==> src/rtl/cpu_controller_if.sv <==
// Bundle of the sequencer's datapath-facing signals: opcode/flag/ready in, strobes and debug phase out.
// The slave side is the controller; the master side is the datapath or bench that drives opcode/zero/mem_rdy.
interface cpu_controller_if;
  logic [2:0] opcode;
  logic       zero;
  logic       mem_rdy;
  logic       sel;
  logic       rd;
  logic       wr;
  logic       ld_ir;
  logic       ld_ac;
  logic       ld_pc;
  logic       inc_pc;
  logic       data_e;
  logic       halt;
  logic [2:0] phase;

  modport master (
    output opcode, zero, mem_rdy,
    input  sel, rd, wr, ld_ir, ld_ac, ld_pc, inc_pc, data_e, halt, phase
  );

  modport slave (
    input  opcode, zero, mem_rdy,
    output sel, rd, wr, ld_ir, ld_ac, ld_pc, inc_pc, data_e, halt, phase
  );
endinterface

==> src/rtl/cpu_controller.sv <==
// 8-phase instruction sequencer for the accumulator CPU.
// Only phase and halted are stored; every strobe is a combinational decode of them plus opcode/zero.
module cpu_controller (
  input  logic            clk,
  input  logic            rst_,
  cpu_controller_if.slave bus
);

  typedef enum logic [2:0] {
    INST_ADDR  = 3'd0,
    INST_FETCH = 3'd1,
    INST_LOAD  = 3'd2,
    IDLE       = 3'd3,
    OP_ADDR    = 3'd4,
    OP_FETCH   = 3'd5,
    ALU_OP     = 3'd6,
    STORE      = 3'd7
  } phase_t;

  localparam logic [2:0] OP_HLT = 3'd0;
  localparam logic [2:0] OP_SKZ = 3'd1;
  localparam logic [2:0] OP_ADD = 3'd2;
  localparam logic [2:0] OP_AND = 3'd3;
  localparam logic [2:0] OP_XOR = 3'd4;
  localparam logic [2:0] OP_LDA = 3'd5;
  localparam logic [2:0] OP_STO = 3'd6;
  localparam logic [2:0] OP_JMP = 3'd7;

  phase_t phase_q, phase_d;
  logic   halted_q, halted_d;

  logic is_hlt, is_skz, is_sto, is_jmp, is_alu;
  logic stall;

  assign is_hlt = (bus.opcode == OP_HLT);
  assign is_skz = (bus.opcode == OP_SKZ);
  assign is_sto = (bus.opcode == OP_STO);
  assign is_jmp = (bus.opcode == OP_JMP);
  assign is_alu = (bus.opcode == OP_ADD) || (bus.opcode == OP_AND) ||
                  (bus.opcode == OP_XOR) || (bus.opcode == OP_LDA);

  // Memory-wait only matters in the two phases that actually read memory.
  assign stall = (!bus.mem_rdy && (phase_q == INST_FETCH)) ||
                 (!bus.mem_rdy && (phase_q == OP_FETCH) && (is_alu || is_sto));

  always_comb begin
    phase_d  = phase_q;
    halted_d = halted_q;
    if (!halted_q) begin
      if ((phase_q == OP_ADDR) && is_hlt) begin
        halted_d = 1'b1;
      end else if (!stall) begin
        phase_d = phase_t'(phase_q + 3'd1);
      end
    end
  end

  always_ff @(posedge clk or negedge rst_) begin
    if (!rst_) begin
      phase_q  <= INST_ADDR;
      halted_q <= 1'b0;
    end else begin
      phase_q  <= phase_d;
      halted_q <= halted_d;
    end
  end

  logic ph_fetch_side, ph_ir_load, ph_op_rd, ph_exec;

  assign ph_fetch_side = (phase_q == INST_ADDR) || (phase_q == INST_FETCH) ||
                         (phase_q == INST_LOAD) || (phase_q == IDLE);
  assign ph_ir_load    = (phase_q == INST_LOAD) || (phase_q == IDLE);
  assign ph_op_rd      = (phase_q == OP_FETCH)  || (phase_q == ALU_OP) || (phase_q == STORE);
  assign ph_exec       = (phase_q == ALU_OP)    || (phase_q == STORE);

  // A halted CPU keeps phase at OP_ADDR but must not pulse anything except halt.
  assign bus.sel    = !halted_q && ph_fetch_side;
  assign bus.rd     = !halted_q && ((ph_fetch_side && (phase_q != INST_ADDR)) ||
                                    (ph_op_rd && is_alu));
  assign bus.ld_ir  = !halted_q && ph_ir_load;
  assign bus.inc_pc = !halted_q && (((phase_q == OP_ADDR) && !is_hlt) ||
                                    ((phase_q == ALU_OP) && is_skz && bus.zero));
  assign bus.ld_pc  = !halted_q && ph_exec && is_jmp;
  assign bus.data_e = !halted_q && ph_exec && is_sto;
  assign bus.ld_ac  = !halted_q && (phase_q == STORE) && is_alu;
  assign bus.wr     = !halted_q && (phase_q == STORE) && is_sto;
  assign bus.halt   = halted_q || ((phase_q == OP_ADDR) && is_hlt);
  assign bus.phase  = phase_q;

endmodule

==> src/flat_wrapper.sv <==
// flat-port wrapper written by rule: the top's interface ports become plain ports
module cpu_controller_flat 
  (clk, rst_, bus_opcode, bus_zero, bus_mem_rdy, bus_sel, bus_rd, bus_wr, bus_ld_ir, bus_ld_ac, bus_ld_pc, bus_inc_pc, bus_data_e, bus_halt, bus_phase);
  cpu_controller_if bus_i ();
  input  logic clk;
  input  logic rst_;
  input wire logic [$bits(bus_i.opcode)-1:0] bus_opcode;
  input wire logic [$bits(bus_i.zero)-1:0] bus_zero;
  input wire logic [$bits(bus_i.mem_rdy)-1:0] bus_mem_rdy;
  output wire logic [$bits(bus_i.sel)-1:0] bus_sel;
  output wire logic [$bits(bus_i.rd)-1:0] bus_rd;
  output wire logic [$bits(bus_i.wr)-1:0] bus_wr;
  output wire logic [$bits(bus_i.ld_ir)-1:0] bus_ld_ir;
  output wire logic [$bits(bus_i.ld_ac)-1:0] bus_ld_ac;
  output wire logic [$bits(bus_i.ld_pc)-1:0] bus_ld_pc;
  output wire logic [$bits(bus_i.inc_pc)-1:0] bus_inc_pc;
  output wire logic [$bits(bus_i.data_e)-1:0] bus_data_e;
  output wire logic [$bits(bus_i.halt)-1:0] bus_halt;
  output wire logic [$bits(bus_i.phase)-1:0] bus_phase;
  assign bus_i.opcode = bus_opcode;
  assign bus_i.zero = bus_zero;
  assign bus_i.mem_rdy = bus_mem_rdy;
  assign bus_sel = bus_i.sel;
  assign bus_rd = bus_i.rd;
  assign bus_wr = bus_i.wr;
  assign bus_ld_ir = bus_i.ld_ir;
  assign bus_ld_ac = bus_i.ld_ac;
  assign bus_ld_pc = bus_i.ld_pc;
  assign bus_inc_pc = bus_i.inc_pc;
  assign bus_data_e = bus_i.data_e;
  assign bus_halt = bus_i.halt;
  assign bus_phase = bus_i.phase;
  cpu_controller u_core (.clk(clk), .rst_(rst_), .bus(bus_i));
endmodule
==> config.mk <==
export PLATFORM = sky130hd
export DESIGN_NAME = cpu_controller_flat
export DESIGN_NICKNAME = d
export VERILOG_FILES = /design/src/rtl/cpu_controller_if.sv /design/src/rtl/cpu_controller.sv /design/src/flat_wrapper.sv
export SDC_FILE = /design/constraint.sdc
export NUM_CORES = 1
export LEC_CHECK = 0
export CAP_MARGIN = 20
export CORE_AREA = 2 2 39 41
export CTS_BUF_LIST = sky130_fd_sc_hd__clkbuf_2 sky130_fd_sc_hd__clkbuf_4 sky130_fd_sc_hd__clkbuf_8
export DETAILED_ROUTE_END_ITERATION = 10
export DIE_AREA = 0 0 41 43
export RECOVER_POWER = 50
export REMOVE_ABC_BUFFERS = 1
export SYNTH_ARGS = -nofsm -noshare
export SYNTH_HDL_FRONTEND = slang
export SYNTH_SLANG_ARGS = --single-unit
==> constraint.sdc <==
create_clock -name clk -period 1.98 [get_ports clk]
set_clock_uncertainty 0.1 [all_clocks]
set_input_delay 0.396 -clock clk [delete_from_list [all_inputs] [get_ports clk]]
set_output_delay 0.396 -clock clk [all_outputs]
set_load 0.05 [all_outputs]
==> metrics.yaml <==
grt_first_pass_wirelength_mm: 1.99
worst_slack_ps: -102
vdd_drop_max_mv: 0.973
r2r_setup_slack_ps: 260
fin_nets: 98
n_antenna_cell: 0
hold_viol: 0
die_h_um: 43
dr.pass1.iters: 4
drive_gt1_share_pct: 55.4
synth_area_leaders: "dfrtp_1, ha_1, o21ai_0, nor2_1, nand2b_1"
wl_per_cell_um: 12.0
r2r_end: "u_core.bus.phase[1]"
rsz0062_at_grt: "true"
cts-root-buf: "clkbuf_4"
final_antenna_net_count: 0
crit_chain: "ha_4 > ha_4 > a21oi_4 > nor4b_4 > buf_4 > buf_12"
clock_path_buffers: 2
worst_ep_arrival_time_ps: 1590
cp_max_fo: 4
critical_path_class: "flop to output port"
overflow: 0
worstSetupStartpoint: "u_core.bus.phase[1]"
fin_crit_sh_pct: 105
slew_viol_final: 0
rr_worst_depth: 6
cts_sinks: 4
reg2reg_from: "u_core.bus.phase[0]"
tritoncts: "done"
gp_congestion: 0.818
start_kind: "flop"
drt_iter0_drc: 12
drt-total-wl_mm: 1.19
synth_top_area_cell: "dfrtp_1"
max_slew_margin_pct: 60.2
dp_hpwl_um: 930
powerDensity_mw_per_mm2: 1730
cts_made_buffers: 3
antenna_found_initial: 0
tightest_slew_ps: 599
ys_ff_latch: 4
failed_checks: "negative setup slack"
ctsHtreeMaxLevel: 1
crit_path_frequent_cell: "ha_4"
outcome: "finished, violations left"
pre_cts_ws_ps: -310
fin_tns_setup_ps: -256
yosys.cell_types.count: 24
die-area_sq_mm: 0.00176
drcViolationCount: 0
hold_path_class: "input port to async pin"
core-area_sq_mm: 0.00138
netlist_area_sq_um: 409
fillCellCount: 108
critPathRequiredTime_ps: 1480
syn2layout_area_growth_pct: 121
period_needed_ps: 2080
avgSynthCellArea_sq_um: 8.02
crit_slowest_cell: "dfrtp_2"
finalSetupViolCount: 4
synth_seq_area_share_pct: 24.5
p_leak_nw: 0.384
start_util_pct: 29.6
cpPeakStageDelay_ps: 450
end_kind: "output port"
portBuffers: 18
fp-row-count: 14
via_per_inst: 4.95
cap_violations: 0
clk_latency_ps: 240
die_x_um: 41
endpoint: "bus_ld_pc"
grt_max_degree: 9
clk_pin_slew_worst_paths_ps: 40
io_pins: 19
fmax_mhz: 480
whs_ps: 329
synthCells: 51
vias: 490
synth_top_area_share_pct: 24.5
yosys_warnings: 0
track_usage_pct: 16.6
grt_pass1_vias: 491
[cells in the final DEF (no fill, tap or decap), types with 2 or more instances in the layout]
cell,instances
buf_4,15
dfrtp_2,2
o21ai_1,2
dlygate4sd2_1,3
dfrtp_1,2
ha_4,3
nand2b_1,3
nand2_1,2
inv_2,3
clkdlybuf4s50_1,2
buf_12,7
and3_1,2
clkbuf_4,3
ha_2,2
nor2_1,5
o21ai_0,4
[layer usage]
| layer | GRT usage, % | vias to the layer above | wire length [um] |
|---|---|---|---|
| met1 | 20.8 | 230 | 495 |
| li1 | - | 247 | - |
| met2 | 24.4 | 13 | 635 |
| met5 | 0 | - | 0 |
| met4 | 4.67 | 0 | 0 |
| met3 | 8.38 | 0 | 57 |
[power breakdown]
part / leakage (nW) / switching, mW / internal [mW]
logic: 0.326 / 0.669 / 0.564
registers: 0.0435 / 0.0947 / 0.131
clock network: 0.0138 / 0.0332 / 0.0677
[area by class of cell]
cell class	count	area [sq um]	share of cell area, %
Sequential cell	4	103	11.4
Tap cell	16	20.0	2.22
Multi-Input combinational cell	43	409	45.3
Inverter	3	11.3	1.25
Timing Repair Buffer	30	338	37.4
Clock buffer	3	22.5	2.49
[cell usage after synthesis, drive strengths merged]
library cell  n
ha            6
nor2          6
o21ai         6
dfrtp         4
a21oi         3
inv           3
nand2b        3
and3          2
nand2         2
nor2b         2
nor3          2
nor4          2
a211o         1
a31oi         1
clkbuf        1
mux2          1
nand3         1
nor3b         1
nor4b         1
o2bb2ai       1
xnor2         1
xor2          1
[critical path: cells and delay by family (launching register included)]
family                   cells  cell delay [ps]
flip-flops                   1              450
adder cells (fa/ha/maj)      2              360
buffers and inverters        2              290
AO/OA/AOI/OAI                1              180
AND/OR/NAND/NOR              1               70
[state kept, by name, summed over array words and instances, names as in the netlist]
signal,flops
u_core.halted_q,1
u_core.bus.phase,3
[cells by family (layout without fill, tap and decap cells)]
group | after synthesis | count (layout) | synth area share, %
muxes | 1 | 1 | 3.67
buffers and inverters | 4 | 36 | 3.67
adders and majority gates | 6 | 6 | 18.3
DFF | 4 | 4 | 24.5
and+or+nand+nor | 22 | 22 | 28.7
AOI/OAI and AO/OA | 12 | 12 | 16.8
xor gates and xnor gates | 2 | 2 | 4.28
[through the flow]
| step | util, % | cell area, sq um | instances | power, mW |
|---|---|---|---|---|
| 5_1_grt | 65.3 | 903 | 99 | 1.67 |
| 6_report | 65.3 | 903 | 99 | 1.56 |
| 2_1_floorplan | - | 405 | 50 | 0.806 |
| 3_5_place_dp | 54.8 | 758 | 95 | 1.27 |
| 4_1_cts | 63.0 | 872 | 99 | 1.54 |
| 3_3_place_gp | 54.8 | 758 | 95 | 1.26 |
[worst min-delay path by stage]
| stage | endpoint | slack, ps |
|---|---|---|
| after floorplan | u_core.bus.phase[0] | 0.4 |
| after global placement | u_core.halted_q | 510 |
| after detailed placement | u_core.halted_q | 510 |
| after CTS | u_core.halted_q | 260 |
| after global routing | u_core.halted_q | 330 |
| final | u_core.bus.phase[2] | 330 |
[timing repair]
action,in CTS,in global routing
pin swaps,5,4
setup buffers,1,1
resized for setup,23,8
setup endpoints to repair,9,9
hold buffers,0,0
No activity file was read; power rests on OpenSTA's default activity.
